**src/rtl/mips_pkg.sv**
```systemverilog
`default_nettype none
// ============================================================================
// Module : mips_pkg
// Brief  : Opcode/funct encodings and control-vector bit positions for decode.
// Rev    : 1.0
// ============================================================================
package mips_pkg;

    localparam logic [5:0] OP_RTYPE = 6'h00;
    localparam logic [5:0] OP_J     = 6'h02;
    localparam logic [5:0] OP_JAL   = 6'h03;
    localparam logic [5:0] OP_BEQ   = 6'h04;
    localparam logic [5:0] OP_BNE   = 6'h05;
    localparam logic [5:0] OP_ADDI  = 6'h08;
    localparam logic [5:0] OP_ADDIU = 6'h09;
    localparam logic [5:0] OP_SLTI  = 6'h0A;
    localparam logic [5:0] OP_SLTIU = 6'h0B;
    localparam logic [5:0] OP_ANDI  = 6'h0C;
    localparam logic [5:0] OP_ORI   = 6'h0D;
    localparam logic [5:0] OP_XORI  = 6'h0E;
    localparam logic [5:0] OP_LUI   = 6'h0F;
    localparam logic [5:0] OP_LW    = 6'h23;
    localparam logic [5:0] OP_SW    = 6'h2B;

    localparam logic [5:0] FUNCT_JR = 6'h08;

    localparam int CTRL_W          = 10;
    localparam int CTRL_REG_WRITE  = 0;
    localparam int CTRL_REG_DST    = 1;
    localparam int CTRL_ALU_SRC    = 2;
    localparam int CTRL_MEM_READ   = 3;
    localparam int CTRL_MEM_WRITE  = 4;
    localparam int CTRL_MEM_TO_REG = 5;
    localparam int CTRL_BRANCH_EQ  = 6;
    localparam int CTRL_BRANCH_NE  = 7;
    localparam int CTRL_JUMP       = 8;
    localparam int CTRL_LINK       = 9;

    typedef logic [CTRL_W-1:0] ctrl_t;

endpackage
`default_nettype wire

```
**src/rtl/mips_ctrl_decode.sv**
```systemverilog
`default_nettype none
// ============================================================================
// Module : mips_ctrl_decode
// Brief  : Combinational opcode/funct decode to control vector, sext, illegal.
// Rev    : 1.0
// ============================================================================
module mips_ctrl_decode
    import mips_pkg::*;
#(
    parameter int ILLEGAL_AS_NOP = 1
) (
    input  logic [5:0] i_opcode,
    input  logic [5:0] i_funct,
    output ctrl_t      o_ctrl,
    output logic       o_sext,
    output logic       o_illegal
);

    ctrl_t w_ctrl;
    logic  w_sext;
    logic  w_illegal;

    always_comb begin
        w_ctrl    = '0;
        w_sext    = 1'b0;
        w_illegal = 1'b0;
        case (i_opcode)
            OP_RTYPE: begin
                w_ctrl[CTRL_REG_DST] = 1'b1;
                if (i_funct == FUNCT_JR) w_ctrl[CTRL_JUMP]      = 1'b1;
                else                     w_ctrl[CTRL_REG_WRITE] = 1'b1;
            end
            OP_ADDI, OP_ADDIU, OP_SLTI, OP_SLTIU: begin
                w_ctrl[CTRL_ALU_SRC]   = 1'b1;
                w_ctrl[CTRL_REG_WRITE] = 1'b1;
                w_sext                 = 1'b1;
            end
            OP_ANDI, OP_ORI, OP_XORI, OP_LUI: begin
                w_ctrl[CTRL_ALU_SRC]   = 1'b1;
                w_ctrl[CTRL_REG_WRITE] = 1'b1;
            end
            OP_LW: begin
                w_ctrl[CTRL_ALU_SRC]    = 1'b1;
                w_ctrl[CTRL_MEM_READ]   = 1'b1;
                w_ctrl[CTRL_MEM_TO_REG] = 1'b1;
                w_ctrl[CTRL_REG_WRITE]  = 1'b1;
                w_sext                  = 1'b1;
            end
            OP_SW: begin
                w_ctrl[CTRL_ALU_SRC]   = 1'b1;
                w_ctrl[CTRL_MEM_WRITE] = 1'b1;
                w_sext                 = 1'b1;
            end
            OP_BEQ: begin
                w_ctrl[CTRL_BRANCH_EQ] = 1'b1;
                w_sext                 = 1'b1;
            end
            OP_BNE: begin
                w_ctrl[CTRL_BRANCH_NE] = 1'b1;
                w_sext                 = 1'b1;
            end
            OP_J:   w_ctrl[CTRL_JUMP] = 1'b1;
            OP_JAL: begin
                w_ctrl[CTRL_JUMP]      = 1'b1;
                w_ctrl[CTRL_LINK]      = 1'b1;
                w_ctrl[CTRL_REG_WRITE] = 1'b1;
            end
            default: w_illegal = 1'b1;
        endcase
    end

    // Undefined opcodes decode to all-zero control regardless; the mask keeps that explicit.
    assign o_ctrl    = ((ILLEGAL_AS_NOP != 0) && w_illegal) ? '0 : w_ctrl;
    assign o_sext    = w_sext;
    assign o_illegal = w_illegal;

endmodule
`default_nettype wire

```
**src/rtl/id_stage_reg.sv**
```systemverilog
`default_nettype none
// ============================================================================
// Module : id_stage_reg
// Brief  : IF->ID pipeline register with valid/ready handshake, flush and decode.
// Rev    : 1.0
// ============================================================================
module id_stage_reg
    import mips_pkg::*;
#(
    parameter int XLEN           = 32,
    parameter int ILLEGAL_AS_NOP = 1
) (
    input  logic            clk,
    input  logic            rst_n,
    input  logic            if_valid,
    input  logic [31:0]     if_instr,
    input  logic [XLEN-1:0] if_pc4,
    output logic            id_ready,
    input  logic            flush,
    input  logic            ex_ready,
    output logic            id_valid,
    output logic [XLEN-1:0] id_pc4,
    output logic [4:0]      rs,
    output logic [4:0]      rt,
    output logic [4:0]      rd,
    output logic [4:0]      shamt,
    output logic [5:0]      funct,
    output logic [15:0]     imm,
    output logic            sext,
    output logic [25:0]     jtarget,
    output logic            reg_write,
    output logic            reg_dst,
    output logic            alu_src,
    output logic            mem_read,
    output logic            mem_write,
    output logic            mem_to_reg,
    output logic            branch_eq,
    output logic            branch_ne,
    output logic            jump,
    output logic            link,
    output logic            illegal
);

    logic            r_valid;
    logic [25:0]     r_instr;
    logic [XLEN-1:0] r_pc4;
    ctrl_t           r_ctrl;
    logic            r_sext;
    logic            r_illegal;

    ctrl_t           w_ctrl;
    logic            w_sext;
    logic            w_illegal;
    logic            w_load;

    mips_ctrl_decode #(
        .ILLEGAL_AS_NOP (ILLEGAL_AS_NOP)
    ) u_decode (
        .i_opcode  (if_instr[31:26]),
        .i_funct   (if_instr[5:0]),
        .o_ctrl    (w_ctrl),
        .o_sext    (w_sext),
        .o_illegal (w_illegal)
    );

    assign id_ready = !r_valid || ex_ready;
    assign w_load   = if_valid && id_ready && !flush;

    // Flush only clears valid; payload registers keep their last value.
    always_ff @(posedge clk or negedge rst_n) begin
        if (!rst_n) begin
            r_valid   <= 1'b0;
            r_instr   <= '0;
            r_pc4     <= '0;
            r_ctrl    <= '0;
            r_sext    <= 1'b0;
            r_illegal <= 1'b0;
        end else if (flush) begin
            r_valid   <= 1'b0;
        end else if (w_load) begin
            r_valid   <= 1'b1;
            r_instr   <= if_instr[25:0];
            r_pc4     <= if_pc4;
            r_ctrl    <= w_ctrl;
            r_sext    <= w_sext;
            r_illegal <= w_illegal;
        end else if (ex_ready) begin
            r_valid   <= 1'b0;
        end
    end

    assign id_valid   = r_valid;
    assign id_pc4     = r_pc4;
    assign rs         = r_instr[25:21];
    assign rt         = r_instr[20:16];
    assign rd         = r_instr[15:11];
    assign shamt      = r_instr[10:6];
    assign funct      = r_instr[5:0];
    assign imm        = r_instr[15:0];
    assign jtarget    = r_instr[25:0];
    assign sext       = r_sext;
    assign illegal    = r_illegal;
    assign reg_write  = r_ctrl[CTRL_REG_WRITE];
    assign reg_dst    = r_ctrl[CTRL_REG_DST];
    assign alu_src    = r_ctrl[CTRL_ALU_SRC];
    assign mem_read   = r_ctrl[CTRL_MEM_READ];
    assign mem_write  = r_ctrl[CTRL_MEM_WRITE];
    assign mem_to_reg = r_ctrl[CTRL_MEM_TO_REG];
    assign branch_eq  = r_ctrl[CTRL_BRANCH_EQ];
    assign branch_ne  = r_ctrl[CTRL_BRANCH_NE];
    assign jump       = r_ctrl[CTRL_JUMP];
    assign link       = r_ctrl[CTRL_LINK];

endmodule
`default_nettype wire
```
**config.mk**
```make
export PLATFORM = sky130hd
export DESIGN_NAME = id_stage_reg
export DESIGN_NICKNAME = d
export VERILOG_FILES = /design/src/rtl/mips_pkg.sv /design/src/rtl/mips_ctrl_decode.sv /design/src/rtl/id_stage_reg.sv
export SDC_FILE = /design/constraint.sdc
export NUM_CORES = 1
export LEC_CHECK = 0
export ABC_AREA = 0
export BUFFER_PORTS_ARGS = -buffer_cell sky130_fd_sc_hd__buf_2
export CAP_MARGIN = 20
export CORE_ASPECT_RATIO = 0.5
export CORE_MARGIN = 5
export CORE_UTILIZATION = 45
export CTS_BUF_LIST = sky130_fd_sc_hd__clkbuf_4
export DETAILED_ROUTE_END_ITERATION = 12
export PLACE_DENSITY = 0.84
export SETUP_SLACK_MARGIN = 0.5
export SYNTH_ARGS = -nofsm -noshare
export SYNTH_HDL_FRONTEND = slang
export SYNTH_SLANG_ARGS = --single-unit
```
**constraint.sdc**
```tcl
create_clock -name clk -period 2 [get_ports clk]
set_input_delay 0.6 -clock clk [delete_from_list [all_inputs] [get_ports clk]]
set_output_delay 0.6 -clock clk [all_outputs]
set_load 0.005 [all_outputs]
```
# After elaboration in Yosys (flattened, before gate mapping)

Index checks and enable logic that the tools add are counted.
W data, S select, Z words.

Register bits: 71
Bits in latches: 0
RAM bits: 0
Bits in read-only memories: 0
Input port bits: 69
Output and inout port bits: 114
Word-level logic and storage cells: 52
Memories: 0

Add/sub/neg operators: 0
Multipliers: 0
Div/mod/pow operators: 0
Order comparisons: 0
Equality and inequality tests: 15
Shift-type cells: 0
Mux-type cells: 17
Bitwise operators: 1
Reduce and logical (&&, ||, !) cells: 13

Operators with widths:

| cell                 | number |
|---|---|
| $eq A6 B4 Y1 const B | 9 |
| $reduce_or A10 Y1    | 2 |
| $reduce_or A15 Y1    | 1 |
| $mux W1              | 14 |
| $eq A6 B2 Y1 const B | 2 |
| $eq A6 B3 Y1 const B | 2 |
| $eq A6 B6 Y1 const B | 2 |
| $mux W10             | 1 |
| $reduce_or A8 Y1     | 1 |
| $logic_not A6 Y1     | 1 |
| $pmux W1 S2          | 2 |
| $reduce_bool A3 Y1   | 1 |
| $logic_and A1 B1 Y1  | 2 |
| $logic_not A1 Y1     | 2 |
| $reduce_and A2 Y1    | 1 |
| $reduce_or A2 Y1     | 1 |
| $logic_or A1 B1 Y1   | 1 |
| $not A1 Y1           | 1 |

# Depth between registers and ports, before layout

Gate-level depths: netlist (run 1).

Word-level depth: 6
Gate-level depth with buffers: 7
Depth with buffers taken out: 5

# By module

A second synthesis (run 1) with hierarchy kept.

Cells, all modules: 229
Area, all modules: 3220.6 sq um

Modules (own cells, without submodules):

| module           | times used | cells an instance | area each (sq um) | sequential area each (sq um) |
|---|---|---|---|---|
| id_stage_reg     | 1          | 195               | 3002.9            | 1776.7 |
| mips_ctrl_decode | 1          | 34                | 217.7             | 0.0 |

# Worst setup path after synthesis (run 1)

Ideal clock, no wire load.

Path type: input to register
Start point: input if_instr[31]
End point: register r_ctrl[0]
Arrival time: 1.808 ns
Data required time: 1.926 ns
Slack: 0.118 ns
Stages on the path: 5
Path buffers: 1
Cell sequence: clkbuf_1 > or4_1 > or3_1 > o22a_1 > o21ai_2

Longest elaborated chain between the ends: 4

Ends and longest elaborated chain:

| element                                    | line                   | text |
|---|---|---|
| start: declaration                         | id_stage_reg.sv:16     | `input logic [31:0] if_instr,` |
| $eq A6 B4 Y1, or another cell as far along | mips_ctrl_decode.sv:27 | `case (i_opcode)` |
| $reduce_or A10 Y1 (no line)                | -                      |  |
| $pmux W1 S2                                | mips_ctrl_decode.sv:27 |  |
| $mux W10 *                                 | mips_ctrl_decode.sv:73 | `assign o_ctrl = ((ILLEGAL_AS_NOP != 0) && w_illegal) ? '0 : w_ctrl;` |
| end signal: assignment                     | id_stage_reg.sv:84     | `r_ctrl <= w_ctrl;` |
| end: declaration                           | id_stage_reg.sv:47     | `ctrl_t r_ctrl;` |

Mark *: on every way between the ends. The rest lies on a longest branch, timed or not.
A chain may end at the register's enable or synchronous reset.

# Worst setup path after layout (run 1)

Start point: register r_valid (netlist: id_valid)
End point: output id_ready

Longest elaborated chain between the ends: 2

Ends and longest elaborated chain:

| element                  | line               | text |
|---|---|---|
| start: declaration       | id_stage_reg.sv:44 | `logic r_valid;` |
| start signal: assignment | id_stage_reg.sv:72 | `r_valid <= 1'b0;` |
| start signal: assignment | id_stage_reg.sv:79 | `r_valid <= 1'b0;` |
| start signal: assignment | id_stage_reg.sv:81 | `r_valid <= 1'b1;` |
| $logic_not A1 Y1         | id_stage_reg.sv:66 | `assign id_ready = !r_valid \|\| ex_ready;` |
| $logic_or A1 B1 Y1       | id_stage_reg.sv:66 |  |
| end: declaration         | id_stage_reg.sv:18 | `output logic id_ready,` |

No other way between the ends.

==> metrics.txt, run 1 <==
RSZ-0062 raised after global routing=true; clock root cell=clkbuf_4; R2R depth=5; DR vias=2952; critical path endpoint category=primary output; Synth top area share=~57%; Worst-Skew Late Latency=0.41 ns; Synth area leader=dfrtp_1; filler instances=546; DPL Wire Length=5.86 mm; final hold vios=0; CTS tree=yes; Post-Route WL=9.12 mm; placed insts=about 580; mux contribution to synthesized area=less than 1%; PD cells=between 700 and 800 nW/um^2; status=finished clean; Area Growth Syn to Fin=42.4%; routability cong.=0.788; fmax=0.605 GHz; setup slack, reg-to-reg=0.50 ns; largest net degree at the start of global routing=between 40 and 50; Critical-path top delay cell=dfrtp_1; simple-gate share of the synthesized area=26.0%; Final #Nets=607; DRC=0; register bit total from synthesis=70; Clock Sink Count=70; total track usage=18.2%; Die Y=68.7 um; number of global-route vias before repair=2621; Setup CP Type=flip-flop to primary output; number of port buffers=182; Starting DRT DRC Count=218; final cycle utilization of the critical path=82.7%; initial core utilization=46.3%; fin. max-slew vios=0; WL per Instance=14.4 um; Ys Warns=0; worst-case clock buffer depth=2; Crit Reg-Reg Startpoint=id_valid$_DFFE_PN0P_; post-synthesis compound-gate area fraction=4.20%; Rows=21; Rel. slew slack=71.5%; Adder-Cell Fraction of Synth Area=0%; Critical Path RT=1.40 ns; Worst Path Max Fanout=2; RR Endpoint=illegal$_DFFE_PN0P_; CP arrival=1.05 ns; # setup viols final=0; Detail Route Antenna Nets=0; initial antenna violation count=0; syn_area_per_cell=8.68 sq um; largest family of logic cells by synthesized area=simple AND/OR/NAND/NOR gates; Cell Chain, Critical Path=nor2b_4 -> inv_2 -> buf_6; vias per inst=4.66; Min-Delay Path Class=primary input to async pin; number of I/O pins=183; DR pass1 iterations=4; post-route minimum period=1.65 ns; register area share after synthesis=56.5%; synth unique cells=28; hold_buf cts=0; Hold Slack=between 0.1 and 0.15 ns; Leak=0.00263 uW; main area contributors after synthesis=dfrtp_1 57%, nand2_1 22%, buf_4 10%; crit path launch type=flip-flop; Die W=about 130 um; most frequent cells in the layout=181 x nand2_1, 181 x buf_2, 70 x dfrtp_1; VDD IR max=0.380 mV; total CTS buffers=9; grt total ovfl=0; max_cap viols=0; core area=6700 sq um; Worst Tran Pin Value=0.428 ns; Worst Skew=~0.015 ns; syn_nets=426; share of cells above drive strength 1=47.2%; # diodes=0; Cells after Synth=357; setup tns final=0 ns; Synth Area in XOR/XNOR=0%; first-pass GRT wire length=12.3 mm; H-Tree Depth=3; Max stage delay on crit path=about 0.36 ns; clock edge transition at the registers on the reported setup and hold paths=0.09 ns; Final Non-Filler Cells=634; Die ar.=around 8700 sq um; post-synthesis instance area=between 3000 and 4000 sq um
==> per-stage QoR <==
step	util, %	cell area (sq um)	worst slack, ns	total power [uW]
after global routing	65.9	4410	0.272	3560
after global placement	58.1	3890	0.0326	2470
final	65.9	4410	0.346	3330
after detailed placement	58.1	3890	-0.00197	2490
after floorplan	-	3160	0.147	2170
after CTS	62.0	4160	0.300	3270
==> routing by layer <==
layer | GRT usage [%] | wire (um) | up-vias | share of wire (%)
li1 | - | - | 1437 | -
met1 | 19.2 | 3290 | 1381 | 36
met2 | 34.9 | 5020 | 116 | 55
met3 | 4.92 | 588 | 18 | 6.5
met4 | 8.56 | 212 | 0 | 2.3
met5 | 0 | 0 | - | 0
==> worst max-delay path, delay by kind of cell (launching register included) <==
family                 cells  cell delay, ns
flip-flops                 1            0.36
AND/OR/NAND/NOR            1            0.15
buffers and inverters      2            0.14
==> sequential cells by signal, summed over array words and instances (netlist names) <==
signal    flops
id_pc4       32
sext          1
r_ctrl        9
id_valid      1
jtarget      26
illegal       1
==> Yosys cell counts (all sizes together) <==
cell type and instances:
a21oi 3, nand2b 1, or3 1, o211ai 1, a31oi 3, nor2b 3, or4b 2, a32o 1
buf 45, clkbuf 16, inv 2, nand2 181, o21ai 8, or4 2, o41ai 2, nor3 1
nand3 2, nor2 8, dfrtp 70, a22o 1, nor3b 1, nand3b 1, mux2 1, o22a 1
==> final cells by class <==
cell class                      count  area, sq um  share of cell area (%)
Timing Repair Buffer              231         1440                    32.5
Multi-Input combinational cell    224         1010                    22.8
Tap cell                           92          115                    2.61
Sequential cell                    70         1750                    39.7
Inverter                            2         7.51                   0.170
Clock inverter                      4         15.0                   0.340
Clock buffer                       11         82.6                    1.87
==> power by group <==
part	internal [uW]	total, uW	switching (uW)	leakage [uW]
Sequential	1600	1720	121	0.000877
Combinational	490	907	417	0.00169
Clock	262	708	447	0.0000569
==> kinds of logic (layout without fill, tap and decap cells) <==
family                 Yosys count  after routing
DFF                             70             70
and+or+nand+nor                203            203
muxes                            1              1
buffers and inverters           63            248
AOI/OAI and AO/OA               20             20
==> how the worst max path moves through the flow <==
stage | from | to | slack, ns | cells past startpoint
6_report | id_valid$_DFFE_PN0P_ | id_ready | 0.35 | 3
5_1_grt | id_valid$_DFFE_PN0P_ | id_ready | 0.27 | 3
4_1_cts | id_valid$_DFFE_PN0P_ | id_ready | 0.30 | 3
3_5_place_dp | if_instr[28] | r_ctrl[0]$_DFFE_PN0P_ | -0.002 | 5
3_3_place_gp | if_instr[28] | r_ctrl[0]$_DFFE_PN0P_ | 0.03 | 5
2_1_floorplan | if_instr[31] | r_ctrl[0]$_DFFE_PN0P_ | 0.15 | 5
==> timing repair <==
item                       in CTS  in global routing
setup endpoints to repair     121                149
pin swaps                       1                  2
resized for setup               6                 10
gates cloned                    1                  3
buffers inserted               15                 19
Note: power is estimated with default switching activity, not from simulation.
==> run 2: changes to the inputs <==
CORE_UTILIZATION = 41   (was 45)
PLACE_DENSITY = 0.81   (was 0.84)
clock period = 1.4 ns   (was 2 ns; I/O delays follow)
==> metrics.txt, run 2 (same netlist as run 1, synthesis figures left out) <==
status=complete, but fails checks; failing checks=setup timing; Die W=133 um (+4.4%); Crit path buffers/inverters=2 (unchanged); Min-Delay Path Class=primary input to flip-flop; # setup viols final=114 (+114); Area Growth Syn to Fin=77.8%; DPL Wire Length=5.89 mm (+0.40%); Cell Chain, Critical Path=nor2b_4 -> inv_2 -> buf_6; Clock Sink Count=70 (unchanged); number of global-route vias before repair=3050 (+16%); Rows=22 (+4.8%); Detail Route Antenna Nets=0 (unchanged); Die ar.=9500 sq um (+8.6%); largest net degree at the start of global routing=71 (+69%); initial core utilization=42.2% (-4.1 points); post-route minimum period=about 1.5 ns; max_cap viols=0 (unchanged); Top Layer Used=met4; routed wl met3=889 um (+51%); Leak=0.00316 uW (+20%); core area=7350 sq um (+9.7%); CTS tree=yes; max FFs per register=32 (unchanged); Tot Pwr=5750 uW (+72%); clock root cell=clkbuf_4; vias per inst=5.05 (+8.5%); H-Tree Depth=3 (unchanged); Hold Slack=0.165 ns (+0.0409 ns); Worst Skew=0.0214 ns (+0.00635 ns); WP depth=3 (unchanged); most common cell after layout, fill and taps aside=buf_2; Critical Path RT=0.98 ns (-0.42 ns); Die Y=71.5 um (+4.1%); grt total ovfl=0 (unchanged); Worst Path Max Fanout=2 (unchanged); routability cong.=0.793 (+0.70%); CP arrival=1.13 ns (+0.08 ns); RSZ-0062 raised after global routing=true; critical path endpoint category=primary output; DR vias=3391 (+15%); number of I/O pins=183 (unchanged); DR pass1 iterations=5 (+1); Setup CP Type=flip-flop to primary output; Post-Route WL=12.1 mm (+32%); VDD IR max=0.588 mV (+55%); clock edge transition at the registers on the reported setup and hold paths=0.14 ns (+0.05 ns); Critical-path top delay cell=dfrtp_1; met2 wire len=6.29 mm (+25%); total CTS buffers=9 (unchanged); Worst-Skew Late Latency=0.45 ns (+0.04 ns); final core occ=75.0% (+9.1 points); PD cells=1040 nW/um^2 (+38%); most frequent cells in the layout=179 x buf_2, 83 x nand2_1, 69 x dfrtp_1; Rel. slew slack=63.2% (-8.3 points); dpl ws=-0.409 ns (-0.407 ns); R2R depth=8 (+3); final worst-path setup slack=-0.148 ns (-0.495 ns); fin. max-slew vios=0 (unchanged); crit path launch type=flip-flop; initial antenna violation count=0 (unchanged); setup tns final=-7.04 ns (-7.04 ns); worst-case clock buffer depth=2 (unchanged); total track usage=19.8% (+1.6 points); wl on met1=4.29 mm (+30%); WL per Instance=18.0 um (+25%); share of cells above drive strength 1=69.0% (+22 points); # diodes=0 (unchanged); final cycle utilization of the critical path=111%; DRC=0 (unchanged); crit-path leading delay family=flip-flops; Final #Nets=639 (+5.3%); final hold vios=0 (unchanged); number of port buffers=182 (unchanged); Cells on Worst Hold Path=3; first-pass GRT wire length=14.7 mm (+19%); Worst Tran Pin Value=0.550 ns (+0.123 ns); Max stage delay on crit path=0.37 ns (about the same); Starting DRT DRC Count=223 (+2.3%); fmax=about 0.65 GHz; setup slack, reg-to-reg=-0.15 ns (-0.65 ns)
==> run 2: cell types whose count changed in the layout (fill, tap and decap cells not counted), moves of 3 or more <==
| cell | previous run | this run |
|---|---|---|
| buf_4 | 39 | 45 |
| nand2_4 | 0 | 34 |
| o21ai_2 | 2 | 5 |
| buf_16 | 2 | 10 |
| buf_6 | 1 | 10 |
| nand2_1 | 181 | 83 |
| buf_12 | 4 | 11 |
| o21ai_0 | 6 | 2 |
| nand2_2 | 0 | 64 |
==> run 2: final timing paths <==
path                                       start                 endpoint
setup / recovery            id_valid$_DFFE_PN0P_                 id_ready
setup reg to reg            id_valid$_DFFE_PN0P_    r_ctrl[9]$_DFFE_PN0P_
max in group asynchronous                  rst_n  jtarget[13]$_DFFE_PN0P_
hold reg to reg            id_pc4[7]$_DFFE_PN0P_    id_pc4[7]$_DFFE_PN0P_
hold / removal                        if_pc4[19]   id_pc4[19]$_DFFE_PN0P_
min in group asynchronous                  rst_n   id_pc4[12]$_DFFE_PN0P_
==> run 2: area by class of cell <==
cell class	count	area (sq um)
multi-input combinational	224	1480
tap	96	120
sequential	70	1750
inverter	2	7.51
clock inverter	7	88.8
fill	479	1840
timing repair buffer	263	2000
clock buffer	9	67.6
==> run 2: where the power goes <==
part | total (uW) | internal [uW] | leakage (uW) | switching (uW)
combinational | 1770 | 950 | 0.00220 | 822
clock | 1490 | 712 | 0.0000810 | 776
sequential | 2490 | 2280 | 0.000876 | 203
==> run 2: worst register-to-register path: stages (launching register included) <==
cell and delay, ns:
dfrtp_1 0.37, nor2b_4 0.16, inv_2 0.06, nand3b_1 0.22, buf_6 0.16, buf_16 0.11
buf_8 0.12, nor2_2 0.03, a32o_1 0.23
==> run 2: timing repair <==
action / in CTS / in global routing
hold buffers: 1 / 0
cloned: 10 / 5
endpoints found under the setup margin: 183 / 184
hold endpoints to repair: 41 / 0
setup buffers: 18 / 28
resized for setup: 47 / 142
pin swaps: 16 / 101
==> run 2: metal layers <==
metal	GRT usage [%]	vias to the layer above
li1	-	1510
met1	20.6	1624
met2	37.0	200
met3	6.45	57
met4	8.64	0
met5	0	-
==> run 2: through the flow <==
stage / instances / cell area (sq um)
after CTS: 638 / 4700
after floorplan: 357 / 3430
after global placement: 593 / 3960
final: 671 / 5510
after global routing: 671 / 5510
after detailed placement: 593 / 3960
==> run 3: changes to the inputs <==
ABC_CLOCK_PERIOD_IN_PS = 1400   (was default)
CTS_BUF_LIST = sky130_fd_sc_hd__clkbuf_4 sky130_fd_sc_hd__clkbuf_8   (was sky130_fd_sc_hd__clkbuf_4)
==> metrics.txt, run 3 (same netlist as run 1, synthesis figures left out) <==
dpl ws=-0.409 ns (unchanged); final cycle utilization of the critical path=108% (-2.6 points); fmax=0.661 GHz (+2.4%); number of global-route vias before repair=2911 (-4.6%); clock edge transition at the registers on the reported setup and hold paths=0.07 ns (-0.07 ns); filler instances=551 (+15%); hold_buf cts=0 (-1); Area Growth Syn to Fin=68.3%; PD cells=1140 nW/um^2 (+9.1%); Flop pwr share=41.6% (-1.7 points); Die W=133 um (unchanged); initial core utilization=42.2% (unchanged); initial antenna violation count=0 (unchanged); Rows=22 (unchanged); Comb pwr share=26.5% (-4.3 points); Hold Slack=0.0613 ns (-0.103 ns); final hold vios=0 (unchanged); # diodes=0 (unchanged); RSZ-0062 raised after global routing=true; vias per inst=4.82 (-4.6%); Post-Route WL=10.6 mm (-12%); Final #Nets=625 (-2.2%); total CTS buffers=9 (unchanged); clock root cell=clkbuf_8; post-route minimum period=1.51 ns (-0.0360 ns); total track usage=18.5% (-1.2 points); WL per Instance=16.1 um (-11%); most common cell after layout, fill and taps aside=buf_2; setup slack, reg-to-reg=-0.11 ns (+0.04 ns); largest net degree at the start of global routing=71 (unchanged); Final Non-Filler Cells=657 (-2.1%); placed insts=593 (unchanged); Worst Path Max Fanout=5 (+3); CP arrival=1.80 ns (+0.67 ns); max_cap viols=0 (unchanged); share of cells above drive strength 1=66.3% (-2.7 points); Starting DRT DRC Count=252 (+13%); crit path launch type=flip-flop; final worst-path setup slack=-0.112 ns (+0.0360 ns); first-pass GRT wire length=13.8 mm (-5.6%); Die Y=71.5 um (unchanged); worst-case clock buffer depth=2 (unchanged); VDD IR max=0.632 mV (+7.5%); Worst Tran Pin Value=0.484 ns (-0.0661 ns); core area=7350 sq um (unchanged); DRC=0 (unchanged); fin. max-slew vios=0 (unchanged); Rel. slew slack=67.6% (+4.4 points); Setup CP Type=flip-flop to flip-flop; number of I/O pins=183 (unchanged); status=complete, but fails checks; Leak=0.00302 uW (-4.5%); Detail Route Antenna Nets=0 (unchanged); Clock Sink Count=70 (unchanged); failing checks=setup timing; DR pass1 iterations=4 (-1); Worst-Skew Late Latency=0.36 ns (-0.09 ns); max FFs per register=32 (unchanged); Min-Delay Path Class=primary input to async pin; H-Tree Depth=3 (unchanged); Critical Path RT=1.69 ns (+0.71 ns); P_int=4220 uW (+7.0%); critical path endpoint category=flip-flop; DPL Wire Length=5.89 mm (unchanged); DR vias=3166 (-6.6%); grt total ovfl=0 (unchanged); most frequent cells in the layout=177 x buf_2, 96 x nand2_1, 69 x dfrtp_1; clock share of power=31.8% (+5.9 points); # setup viols final=44 (-61%); sw frac=28.8% (-2.5 points); number of port buffers=182 (unchanged); Worst Skew=0.0118 ns (-0.00968 ns); Die ar.=9500 sq um (unchanged); CTS tree=yes; Net Switching=1710 uW (-5.0%); routability cong.=0.793 (unchanged)
run 3: metal layers:
| layer | GRT usage (%) | wire, um |
|---|---|---|
| met5 | 0 | 0 |
| met1 | 19.6 | 3990 |
| met3 | 6.10 | 590 |
| met2 | 34.8 | 5570 |
| met4 | 7.14 | 406 |
run 3: what timing repair did:
action                                  CTS  global route
gates cloned                              4             4
pin swaps                                31            91
gates resized for setup                  42           115
setup buffers                            17            23
endpoints found under the setup margin  183           184
run 3: per-stage QoR:
stage / utilization (%) / power, uW / area (sq um) / setup TNS [ns]
global placement: 53.8 / 3540 / 3960 / -8.52
floorplan: - / 3270 / 3430 / -1.14
global route: 71.0 / 6220 / 5220 / -5.49
detailed placement: 53.8 / 3580 / 3960 / -7.98
finish: 71.0 / 5930 / 5220 / -2.57
CTS: 62.1 / 5610 / 4570 / -2.31
run 3: final timing paths:
path	endpoint	depth (start not counted)	start
worst min-delay path	id_pc4[24]$_DFFE_PN0P_	2	rst_n
min in group clk	id_pc4[15]$_DFFE_PN0P_	3	if_pc4[15]
worst max register to register	jtarget[1]$_DFFE_PN0P_	9	id_valid$_DFFE_PN0P_
max in group asynchronous	jtarget[13]$_DFFE_PN0P_	2	rst_n
worst min register to register	id_pc4[15]$_DFFE_PN0P_	2	id_pc4[15]$_DFFE_PN0P_
worst max-delay path	jtarget[1]$_DFFE_PN0P_	9	id_valid$_DFFE_PN0P_
run 3: critical path: stages, from the launching register on:
cell	delay [ns]
dfrtp_1	0.39
nor2b_4	0.14
buf_6	0.11
nor3b_4	0.19
buf_4	0.15
buf_6	0.10
buf_12	0.13
buf_16	0.13
nand2_2	0.04
nand2_1	0.06
run 3: power by group through the flow:
stage	logic, uW	registers (uW)	clock network (uW)
after floorplan	724	2550	0
after global placement	1060	2480	0
after detailed placement	1080	2490	0
after CTS	1240	2460	1910
after global routing	1710	2510	2010
final	1570	2470	1890
run 3: area by class of cell:
cell class	count	area, sq um	area share [%]
flip-flops and latches	70	1750	33.6
repair buffers	249	1710	32.9
multi-input cells	224	1390	26.6
clock buffers	11	151	2.90
well taps	96	120	2.30
clock inverters	5	81.3	1.56
inverters	2	7.51	0.144
